==> src/rtl/fetch_ctrl.sv <==
// fetch_ctrl: instruction-fetch sequencer.
// Owns the fetch PC, drives a single-outstanding req/ack instruction port,
// buffers one instruction for decode and absorbs execute-stage redirects
// without ever delivering a wrong-path instruction.
module fetch_ctrl #(
   parameter int              XLEN  = 32,
   parameter logic [XLEN-1:0] RESET = '0
) (
   input  logic            clock,
   input  logic            reset,
   input  logic            redirect,
   input  logic [XLEN-1:0] redirect_pc,
   input  logic            stall,
   output logic            imem_req,
   output logic [XLEN-1:0] imem_addr,
   input  logic            imem_ack,
   input  logic [31:0]     imem_rdata,
   output logic            inst_valid,
   output logic [31:0]     inst,
   output logic [XLEN-1:0] inst_pc,
   output logic            inst_rvc
);

   typedef enum logic [1:0] {
      BOOT  = 2'd0,
      FETCH = 2'd1,
      DROP  = 2'd2
   } state_t;

   state_t          state_reg, state_next;
   logic [XLEN-1:0] fpc_reg, fpc_next;
   logic [XLEN-1:0] stale_addr_reg, stale_addr_next;
   logic            pending_reg, pending_next;
   logic            inst_valid_next;
   logic [31:0]     inst_next;
   logic [XLEN-1:0] inst_pc_next;
   logic            consume;
   logic [XLEN-1:0] redirect_target;
   logic [XLEN-1:0] fetch_step;

   // Targets are halfword aligned; bit 0 of the redirect address is ignored.
   assign redirect_target = {redirect_pc[XLEN-1:1], 1'b0};
   assign consume         = inst_valid && !stall;
   assign fetch_step      = (imem_rdata[1:0] == 2'b11) ? XLEN'(4) : XLEN'(2);

   // Only a buffered instruction can be compressed; an empty buffer (which
   // holds zero after reset) reports a non-compressed instruction.
   assign inst_rvc = inst_valid && (inst[1:0] != 2'b11);

   // Next-state, request and buffer-update logic.
   always_comb begin
      state_next      = state_reg;
      fpc_next        = fpc_reg;
      stale_addr_next = stale_addr_reg;
      pending_next    = 1'b0;
      inst_valid_next = inst_valid;
      inst_next       = inst;
      inst_pc_next    = inst_pc;
      imem_req        = 1'b0;
      imem_addr       = fpc_reg;

      case (state_reg)
         BOOT: begin
            // Redirects are ignored here; fetch always starts at RESET.
            state_next = FETCH;
         end

         FETCH: begin
            // A raised request is held until acked, whatever stall does.
            imem_req = pending_reg || !inst_valid || !stall;
            if (redirect) begin
               fpc_next        = redirect_target;
               inst_valid_next = 1'b0;
               // An unacked request must still be drained; its data is stale.
               if (imem_req && !imem_ack) begin
                  state_next      = DROP;
                  stale_addr_next = fpc_reg;
               end
            end else begin
               if (consume) begin
                  inst_valid_next = 1'b0;
               end
               if (imem_req && imem_ack) begin
                  inst_valid_next = 1'b1;
                  inst_next       = imem_rdata;
                  inst_pc_next    = fpc_reg;
                  fpc_next        = fpc_reg + fetch_step;
               end
               pending_next = imem_req && !imem_ack;
            end
         end

         DROP: begin
            // Keep the stale request alive until memory answers, then discard.
            imem_req        = 1'b1;
            imem_addr       = stale_addr_reg;
            inst_valid_next = 1'b0;
            if (redirect) begin
               fpc_next = redirect_target;
            end
            if (imem_ack) begin
               state_next = FETCH;
            end
         end

         default: begin
            state_next = BOOT;
         end
      endcase
   end

   // State and datapath registers with synchronous active-low reset.
   always_ff @(posedge clock) begin
      if (!reset) begin
         state_reg      <= BOOT;
         fpc_reg        <= {RESET[XLEN-1:1], 1'b0};
         stale_addr_reg <= '0;
         pending_reg    <= 1'b0;
         inst_valid     <= 1'b0;
         inst           <= '0;
         inst_pc        <= '0;
      end else begin
         state_reg      <= state_next;
         fpc_reg        <= fpc_next;
         stale_addr_reg <= stale_addr_next;
         pending_reg    <= pending_next;
         inst_valid     <= inst_valid_next;
         inst           <= inst_next;
         inst_pc        <= inst_pc_next;
      end
   end

endmodule

==> config.mk <==
export PLATFORM = sky130hd
export DESIGN_NAME = fetch_ctrl
export DESIGN_NICKNAME = d
export VERILOG_FILES = /design/src/rtl/fetch_ctrl.sv
export SDC_FILE = /design/constraint.sdc
export NUM_CORES = 1
export LEC_CHECK = 0
export CAP_MARGIN = 20
export CORE_ASPECT_RATIO = 1.25
export CORE_MARGIN = 5
export CORE_UTILIZATION = 25
export DETAILED_ROUTE_END_ITERATION = 6
export SYNTH_ARGS = -nofsm -noshare
export SYNTH_HDL_FRONTEND = slang
export SYNTH_SLANG_ARGS = --single-unit
==> constraint.sdc <==
create_clock -name clock -period 2.36 [get_ports clock]
set_input_delay 0.354 -clock clock [delete_from_list [all_inputs] [get_ports clock]]
set_output_delay 0.354 -clock clock [all_outputs]
set_load 0.02 [all_outputs]
==> flow_metrics.env <==
export IMPL_cp_top_family="buffers and inverters"
export IMPL_skew_ns=0.0145
export IMPL_tns_ns=0
export IMPL_wirelength_mm=20.2
export IMPL_die_h_microns=182
export IMPL_rows=63
export IMPL_worst_slack_ns=0.0863
export IMPL_ctsHoldBuffers=0
export IMPL_cts_htree_levels=4
export IMPL_path_cells="inv_2, ha_4, buf_12, mux2_2, dlygate4sd2_1"
export IMPL_ioPinCount=168
export IMPL_largest_reg_flops=32
export IMPL_num_antenna_cells=0
export IMPL_clk_pin_slew_ns=0.06
export IMPL_cp_required_ns=2.01
export IMPL_ant_nets=0
export IMPL_crit_buf_inv=3
export IMPL_hold_slack_ns=0.451
export IMPL_tritoncts="yes"
export IMPL_hold_viol_final=0
export IMPL_final_design_area_no_fill_sq_mm=0.00876
export IMPL_top_register="inst"
export IMPL_drv_slew=0
export IMPL_p_leak_nw=3.23
export IMPL_utilization=0.372
export IMPL_yosysUniqueCellTypes=62
export IMPL_firstDrtPassIters=5
export IMPL_syn_avg_cell_area_sq_um=7.82
export IMPL_wl_per_cell_microns=16.2
export IMPL_die_w_microns=148
export IMPL_start_util=0.252
export IMPL_post_route_period_util=0.963
export IMPL_synth_edff_count=0
export IMPL_grtUsageTotal=0.149
export IMPL_synth_flop_cell="dfxtp_1"
export IMPL_syn_to_final_growth_pct=47.5
export IMPL_grt_overflow=0
export IMPL_dp_hpwl_mm=14.6
export IMPL_critPathKind="reg2out"
export IMPL_maxCapViolations=0
export IMPL_status="complete, no violations"
export IMPL_setup_viol=0
export IMPL_gp_congestion=0.880
export IMPL_portBuffers=164
export IMPL_rsz0062_at_grt="no"
export IMPL_cp_arrival_ns=1.92
export IMPL_cp_max_fo=17
export IMPL_vias=5955
export IMPL_ys_seq_area_frac=0.435
export IMPL_synth_seq_cells=129
export IMPL_numCtsBuffers=17
export IMPL_drc=0
export IMPL_vdd_drop_max_uv=449
export IMPL_grt_pass1_wl_mm=31.9
export IMPL_synth_area_sq_mm=0.00594
export IMPL_yosys_top_cells_area="dfxtp_1, nand2_1, a21oi_1"
export IMPL_antenna_found_initial=0
export IMPL_worstMarginPinSlew_ns=0.697
export IMPL_cts_sinks=129
export IMPL_nets=1013
export IMPL_grt_max_degree=64
export IMPL_cp_start_kind="register"
export IMPL_drive_above_1_share=0.151
export IMPL_drt_iter0_markers=476
export IMPL_clockBufferDepth=2
export IMPL_vias_per_cell=4.79
export IMPL_async_reset_ff_frac=0
export IMPL_relSlewSlack=0.535
export IMPL_dieArea_sq_mm=0.0270
export IMPL_crit_path_top_delay_cell="mux2_2"
export IMPL_synth_top_area_frac=0.435
export IMPL_yosys_area_top_type="dfxtp_1"
export IMPL_clk_insertion_delay_late_ns=0.43
export IMPL_place_area_sq_mm=0.00820
export IMPL_hold_path_class="reg2reg"
export IMPL_synthCells=760
export IMPL_power_density_mw_per_mm2=727
export IMPL_core_area_sq_mm=0.0236
export IMPL_slowest_delay_ns=0.37
export IMPL_cts_root_buffer="clkbuf_16"
export IMPL_worst_setup_path_end_kind="output pin"
export IMPL_grt_pass1_vias=5689
export IMPL_synth_warnings=0
export IMPL_fmax_mhz=440
export IMPL_preCtsSetupSlack_ns=-0.321
export IMPL_fin_crit_ns=2.27
[Yosys cell counts (all sizes together) (6+ instances only)]
| cell | n |
|---|---|
| nand2 | 222 |
| dfxtp | 129 |
| a21oi | 119 |
| clkbuf | 51 |
| mux2 | 29 |
| nor2 | 27 |
| o21ai | 18 |
| nand3 | 17 |
| buf | 13 |
| nor3 | 12 |
| nand4 | 10 |
| inv | 9 |
| or3 | 7 |
| nor4 | 6 |
| o22ai | 6 |
[worst paths after layout]
path / slack [ns] / startpoint / to / cells past startpoint
worst max-delay path: 0.09 / state_reg[0] / imem_addr[27] / 5
worst min-delay path: 0.45 / stale_addr_reg[21] / stale_addr_reg[21] / 2
worst max register to register: 0.13 / state_reg[1] / fpc_reg[15] / 7
worst min register to register: 0.45 / stale_addr_reg[21] / stale_addr_reg[21] / 2
[where the power goes]
group          switching [W]  total [W]  internal (W)
sequential          0.000132    0.00244       0.00230
clock                0.00103    0.00251       0.00147
combinational       0.000781    0.00142      0.000642
total                0.00195    0.00637       0.00442
[worst min-delay path: cells and delay by family, from the launching register on]
kind            cells  cell delay [ns]
flops               1             0.30
simple gates        1             0.05
compound gates      1             0.05
[timing repair]
action,in CTS,in global routing
setup endpoints to repair,32,43
gates resized for setup,33,6
setup buffers,0,1
pin swaps,0,3
[layout make-up]
cell class              instances  area, sq um
fillers                      2450        14800
inverters                       9         35.0
clock buffers                  19          443
clock inverters                13          114
well taps                     292          365
flip-flops and latches        129         2580
repair buffers                222         2100
multi-input cells             559         3120
[metrics by stage]
stage               total power [W]  instances
floorplan                   0.00324        761
global placement            0.00396       1210
detailed placement          0.00396       1210
CTS                         0.00644       1242
global route                0.00668       1243
finish                      0.00637       1243
[cells by family (layout without fill, tap and decap cells)]
logic type      count (synthesis)  count (layout)  synth area share
simple gates                  324             324             0.244
mux                            31              31            0.0583
compound gates                196             196             0.198
other cells                     1               2          0.000631
buf+inv                        73             263            0.0497
flops                         129             129             0.435
fa+ha+maj                       6               6            0.0139
[placed cells by master (no fill, tap or decap), types with 5 or more instances in the layout]
master           count
inv_1                7
buf_12               5
dlygate4sd2_1       32
clkinv_2             6
nor2_1              26
nor3_1              11
or3_1                7
buf_4               53
o22ai_1              6
a31oi_1              5
nand3_1             14
o211ai_1             5
clkbuf_16           17
nand2_1            221
a21oi_1            119
clkdlybuf4s50_1    132
o21ai_0             18
dfxtp_1            129
mux2_2              29
o221a_2              5
nand4_1              9
[routing by layer]
layer / vias up / track usage / wire length, microns
met2: 176 / 0.254 / 10100
met3: 16 / 0.0333 / 984
met1: 2780 / 0.186 / 8790
met4: 0 / 0.0488 / 308
li1: 2983 / - / -
met5: - / 0 / 0
Power figures use the tool's default switching activity.
